$ cat config.mk
export PLATFORM = sky130hd
export DESIGN_NAME = demux1_2_reg
export DESIGN_NICKNAME = d
export VERILOG_FILES = /design/src/rtl/demux1_2_reg.sv
export SDC_FILE = /design/constraint.sdc
export NUM_CORES = 1
export LEC_CHECK = 0
export CORE_MARGIN = 3
export CORE_UTILIZATION = 45
export DETAILED_ROUTE_END_ITERATION = 8
export PLACE_DENSITY = 0.77
export RECOVER_POWER = 100
export SLEW_MARGIN = 20
export SYNTH_ARGS = -nofsm -noshare
export SYNTH_HDL_FRONTEND = slang
export SYNTH_SLANG_ARGS = --single-unit
$ cat constraint.sdc
create_clock -name clk -period 2.9 [get_ports clk]
set_clock_uncertainty 0.15 [all_clocks]
set_input_delay 0.725 -clock clk [delete_from_list [all_inputs] [get_ports clk]]
set_output_delay 0.725 -clock clk [all_outputs]
set_load 0.02 [all_outputs]
$ cat src/rtl/demux1_2_reg.sv
// demux1_2_reg: registered 1:2 valid/ready demultiplexer with per-port delivered-word counters
//
// Routes one upstream stream to one of two downstream ports, chosen per word by s_sel.
// Each port owns a one-entry holding register, so a stalled port never blocks the other.
//
// Ports:
//   clk, rst_n            rising-edge clock, asynchronous active-low reset
//   s_data/s_sel/s_valid  upstream word, destination select (0 -> port 0, 1 -> port 1), presence
//   s_ready               word for the selected port can be taken this cycle
//   m0_data/m0_valid      port-0 registered word and presence, m0_ready from consumer
//   m1_data/m1_valid      port-1 registered word and presence, m1_ready from consumer
//   m0_count/m1_count     words delivered per port, wrapping
module demux1_2_reg #(
    parameter int DW   = 19,
    parameter int CNTW = 16
) (
    input  logic            clk,
    input  logic            rst_n,
    input  logic [DW-1:0]   s_data,
    input  logic            s_sel,
    input  logic            s_valid,
    output logic            s_ready,
    output logic [DW-1:0]   m0_data,
    output logic            m0_valid,
    input  logic            m0_ready,
    output logic [DW-1:0]   m1_data,
    output logic            m1_valid,
    input  logic            m1_ready,
    output logic [CNTW-1:0] m0_count,
    output logic [CNTW-1:0] m1_count
);
    logic [DW-1:0]   m0_data_q, m0_data_d, m1_data_q, m1_data_d;
    logic            m0_valid_q, m0_valid_d, m1_valid_q, m1_valid_d;
    logic [CNTW-1:0] m0_count_q, m0_count_d, m1_count_q, m1_count_d;
    logic            slot0_free, slot1_free, acc0, acc1, drn0, drn1;
    // A slot is free when empty or when its word leaves on this edge, allowing drain and refill together.
    always_comb begin
        slot0_free = !m0_valid_q | m0_ready;
        slot1_free = !m1_valid_q | m1_ready;
        s_ready    = s_sel ? slot1_free : slot0_free;
        acc0       = s_valid & s_ready & !s_sel;
        acc1       = s_valid & s_ready & s_sel;
        drn0       = m0_valid_q & m0_ready;
        drn1       = m1_valid_q & m1_ready;
        m0_valid_d = acc0 | (m0_valid_q & !m0_ready);
        m1_valid_d = acc1 | (m1_valid_q & !m1_ready);
        m0_data_d  = acc0 ? s_data : m0_data_q;
        m1_data_d  = acc1 ? s_data : m1_data_q;
        m0_count_d = m0_count_q + CNTW'(drn0);
        m1_count_d = m1_count_q + CNTW'(drn1);
    end
    always_ff @(posedge clk or negedge rst_n) begin
        if (!rst_n) begin
            m0_data_q  <= '0;
            m1_data_q  <= '0;
            m0_valid_q <= 1'b0;
            m1_valid_q <= 1'b0;
            m0_count_q <= '0;
            m1_count_q <= '0;
        end else begin
            m0_data_q  <= m0_data_d;
            m1_data_q  <= m1_data_d;
            m0_valid_q <= m0_valid_d;
            m1_valid_q <= m1_valid_d;
            m0_count_q <= m0_count_d;
            m1_count_q <= m1_count_d;
        end
    end
    assign m0_data  = m0_data_q;
    assign m1_data  = m1_data_q;
    assign m0_valid = m0_valid_q;
    assign m1_valid = m1_valid_q;
    assign m0_count = m0_count_q;
    assign m1_count = m1_count_q;
endmodule

-- Word-level counts from Yosys, hierarchy flattened
Index checks and enable logic that the tools add are counted.
- flip-flop bits (word level): 72
- bits of input ports: 25
- add/subtract/negate cells: 2
- multiplexer cells: 1
- bitwise gates (word level): 11
- reduce and logical (&&, ||, !) cells: 5
- operators with widths (kind ; count):
    $add A16 B1 Y16 ; 2
    $and A1 B1 Y1 ; 7
    $logic_not A1 Y1 ; 5
    $or A1 B1 Y1 ; 4
    $mux W1 ; 1

-- Longest topological paths before layout
- depth in word-level cells: 6
- gate-level depth with buffers: 6
- depth with buffers taken out: 6

-- Worst setup path before layout
OpenSTA, ideal clock, no wires.
- path type: input to output
- start: input m0_ready
- end: output s_ready
- arrival: 1191 ps
- setup slack: 834 ps
- stages on the path: 2
- path buffers: 0
- cell sequence: nand2b_1 > mux2_2
- longest elaborated chain between the ends: 2
- ends and longest elaborated chain (what ; RTL line ; text):
    start: declaration ; 25 ; input logic m0_ready,
    $or A1 B1 Y1 ; 38 ; slot0_free = !m0_valid_q | m0_ready;
    $mux W1 ; 40 ; s_ready = s_sel ? slot1_free : slot0_free;
    end: declaration ; 22 ; output logic s_ready,
No other way between the ends.

-- Worst setup path after layout
- start: input s_sel
- end: output s_ready
- longest elaborated chain between the ends: 1
- ends and longest elaborated chain (what ; RTL line ; text):
    start: declaration ; 20 ; input logic s_sel,
    $mux W1 ; 40 ;
No other way between the ends.

==> metrics <==
share of total power in sequential cells=0.463; vias in the first global route=roughly 2,100; Worst Path Required=roughly 2.0 ns; CTS tree=built; setup TNS=0 ns; max-cap violations=0; dpl cells=~380; CTS Buf Count=9; Max Fclk=356 MHz; Slew headroom=0.124; Clock H-tree levels=3; min-delay src=m0_count[15]; pin count of the biggest net entering global routing=49; Netlist Area Pre-Place=about 0.003 mm^2; Peak VDD IR=slightly below 0.4 mV; RSZ-0062 raised after global routing=false; RD Place Congestion=around 0.74; post-synthesis cell count=approximately 210; DRT iter0 DRCs=35; crit path DAT=roughly 1.9 ns; Overall Global Routing Usage=0.178; post-DR wirelength/cell=15.8 um; DR vias/cell=around 5; Layout area overhead=38.6%; layout cells sized above 1=0.140; Std-Cell Rows=29; DP Worst Slack=-0.0973 ns; CP endpoint kind=primary output; initial antenna violation count=0; Die Width=~88 um; crit-path max FO=2; die height=~88 um; total die area=between 0.007 and 0.008 mm^2; core box area=0.00642 mm^2; Synth Flop Type=dfrtp_1; critical path class=in2out; combinational share of power=0.270; status=completed; sw frac=0.321; worst-margin pin slew=1.31 ns; drt pass-1 iters=4; #FFs+latches synth=72; Clk Latency, worst-skew pair=between 0.3 and 0.4 ns; Port Buf Inserts=97; YS warnings=0; n_diodes=0; Fin. Hold Viols=0; HPWL after detailed placement=4510 um; number of antenna-violating nets in the routed design=0; total number of vias=1,978; syn nets=roughly 240; Final setup viols=0; Setup crit start kind=primary input; EDFF count, synth=0; P_leak=1.92 nW; first-pass GRT wire length=approximately 10,000 um; Sink Count=72; synth unique cells=26; Layout Cells excl Fill=between 300 and 400; root buf cell=clkbuf_8; cell internal pwr=between 0.0015 and 0.002 W; pwr/cell area=between 600 and 700 mW/mm^2; IO Count=between 90 and 100; worst hold path class=reg2reg; Worst-path clk slew=~0.08 ns; Mapped Avg Cell Area=about 15 um^2; worst r2r src=m1_valid; Post-route DRC=0; CTS hold repair buffers=0; CTS Buffer Depth=2; fin nets=around 350; Switch Pwr=around 0.00091 W; gr ovfl total=0; Initial Util=0.470; Total Wirelength=about 6300 um; Synth async-reset ratio=1.00; sequential element share of the synthesized area=0.597; minimum clock period=2.81 ns; Final Max Slew Viols=0; power share of the clock group=0.267; setup ws final=between 0.09 and 0.1 ns; crit path launch=s_sel; ratio of final minimum period to clock period=0.967
[worst max-delay path: stages]
cell	delay (ns)
dlygate4sd3_1	0.56
mux2_2	0.33
dlygate4sd2_1	0.32
[power groups by stage]
stage                     clock, W  combinational [W]  sequential [W]
after floorplan                  0           0.000192         0.00153
after global placement           0           0.000851         0.00134
after detailed placement         0           0.000865         0.00134
after CTS                 0.000787           0.000869         0.00133
after global routing      0.000829           0.000818         0.00134
final                     0.000759           0.000766         0.00131
[synthesized netlist by cell type (5+ instances only)]
cell / count / area, um^2
dfrtp_1: 72 / 1800
mux2_2: 23 / 259
xor2_1: 18 / 158
mux2_4: 10 / 150
nand2_1: 10 / 37.5
xnor2_1: 10 / 87.6
nand3_1: 7 / 35.0
nor3_1: 7 / 35.0
ha_1: 6 / 75.1
mux2_1: 6 / 67.6
nand4_1: 6 / 37.5
nor2_1: 6 / 22.5
nor4_2: 6 / 75.1
inv_1: 5 / 18.8
[final cells by class]
type                            count  area, um^2
Fill cell                         505        2240
Sequential cell                    72        1800
Multi-Input combinational cell    127        1090
Timing Repair Buffer              103         993
Clock buffer                        9         124
Tap cell                           77        96.3
Clock inverter                      6        61.3
Inverter                            5        18.8
[metal layers]
layer | GRT usage | up-vias | share of wire
met5 | 0 | - | 0
met4 | 0.0809 | 0 | 0.020
met3 | 0.0762 | 11 | 0.093
met2 | 0.253 | 68 | 0.45
met1 | 0.234 | 955 | 0.44
li1 | - | 944 | -
[placed cells by master, fill, tap and decap left out]
cell / Yosys / layout
and2_0: 0 / 2
and4_1: 1 / 1
bufinv_16: 0 / 1
clkbuf_1: 0 / 5
clkbuf_4: 0 / 2
clkbuf_8: 0 / 9
clkdlybuf4s50_1: 0 / 22
clkinv_2: 0 / 3
clkinv_4: 0 / 1
clkinvlp_4: 0 / 1
dfrtp_1: 72 / 72
dlygate4sd2_1: 0 / 1
dlygate4sd3_1: 0 / 73
ha_1: 6 / 6
inv_1: 5 / 5
mux2_1: 6 / 15
mux2_2: 23 / 23
mux2_4: 10 / 1
nand2_1: 10 / 10
nand2b_1: 1 / 1
nand2b_4: 1 / 1
nand3_1: 7 / 7
nand3b_1: 1 / 1
nand4_1: 6 / 6
nand4_2: 2 / 2
nand4_4: 1 / 1
nor2_1: 6 / 6
nor2b_1: 1 / 1
nor3_1: 7 / 7
nor3b_1: 1 / 1
nor4_1: 0 / 6
nor4b_1: 0 / 1
xnor2_1: 10 / 10
xor2_1: 18 / 18
[worst paths after layout]
path | depth (start not counted) | slack (ns) | to
max in group asynchronous | 2 | 0.68 | m0_count[6]
min | 1 | 0.31 | m0_count[15]
max reg2reg | 6 | 0.98 | m1_count[14]
min reg2reg | 1 | 0.31 | m0_count[15]
max | 3 | 0.09 | s_ready
min in group asynchronous | 1 | 0.51 | m1_data[5]
[cell families (layout without fill, tap and decap cells)]
kind of cell,Yosys count,count (layout),share of synthesized area
DFF,72,72,0.597
and+or+nand+nor,54,54,0.122
muxes,39,39,0.158
xor gates and xnor gates,28,28,0.0813
buffers and inverters,9,123,0.0170
adders and majority gates,6,6,0.0249
[flip-flops by register name, indices dropped and copies added, names as in the netlist]
signal,flops
m0_count,16
m1_data,19
m1_count,16
m1_valid,1
m0_data,19
m0_valid,1
[timing repair]
action,4_1_cts,5_1_grt
setup buffers,0,0
resized for setup,1,0
endpoints found under the setup margin,1,0
[per-stage QoR]
stage / total power (W) / utilization / hold WS [ns] / instance area, um^2
floorplan: 0.00173 / - / 0.279 / 3020
global placement: 0.00219 / 0.639 / 0.307 / 4110
detailed placement: 0.00221 / 0.639 / 0.316 / 4110
CTS: 0.00298 / 0.668 / 0.237 / 4290
global route: 0.00299 / 0.651 / 0.327 / 4180
finish: 0.00284 / 0.651 / 0.313 / 4180
(Power assumes the default switching activity.)
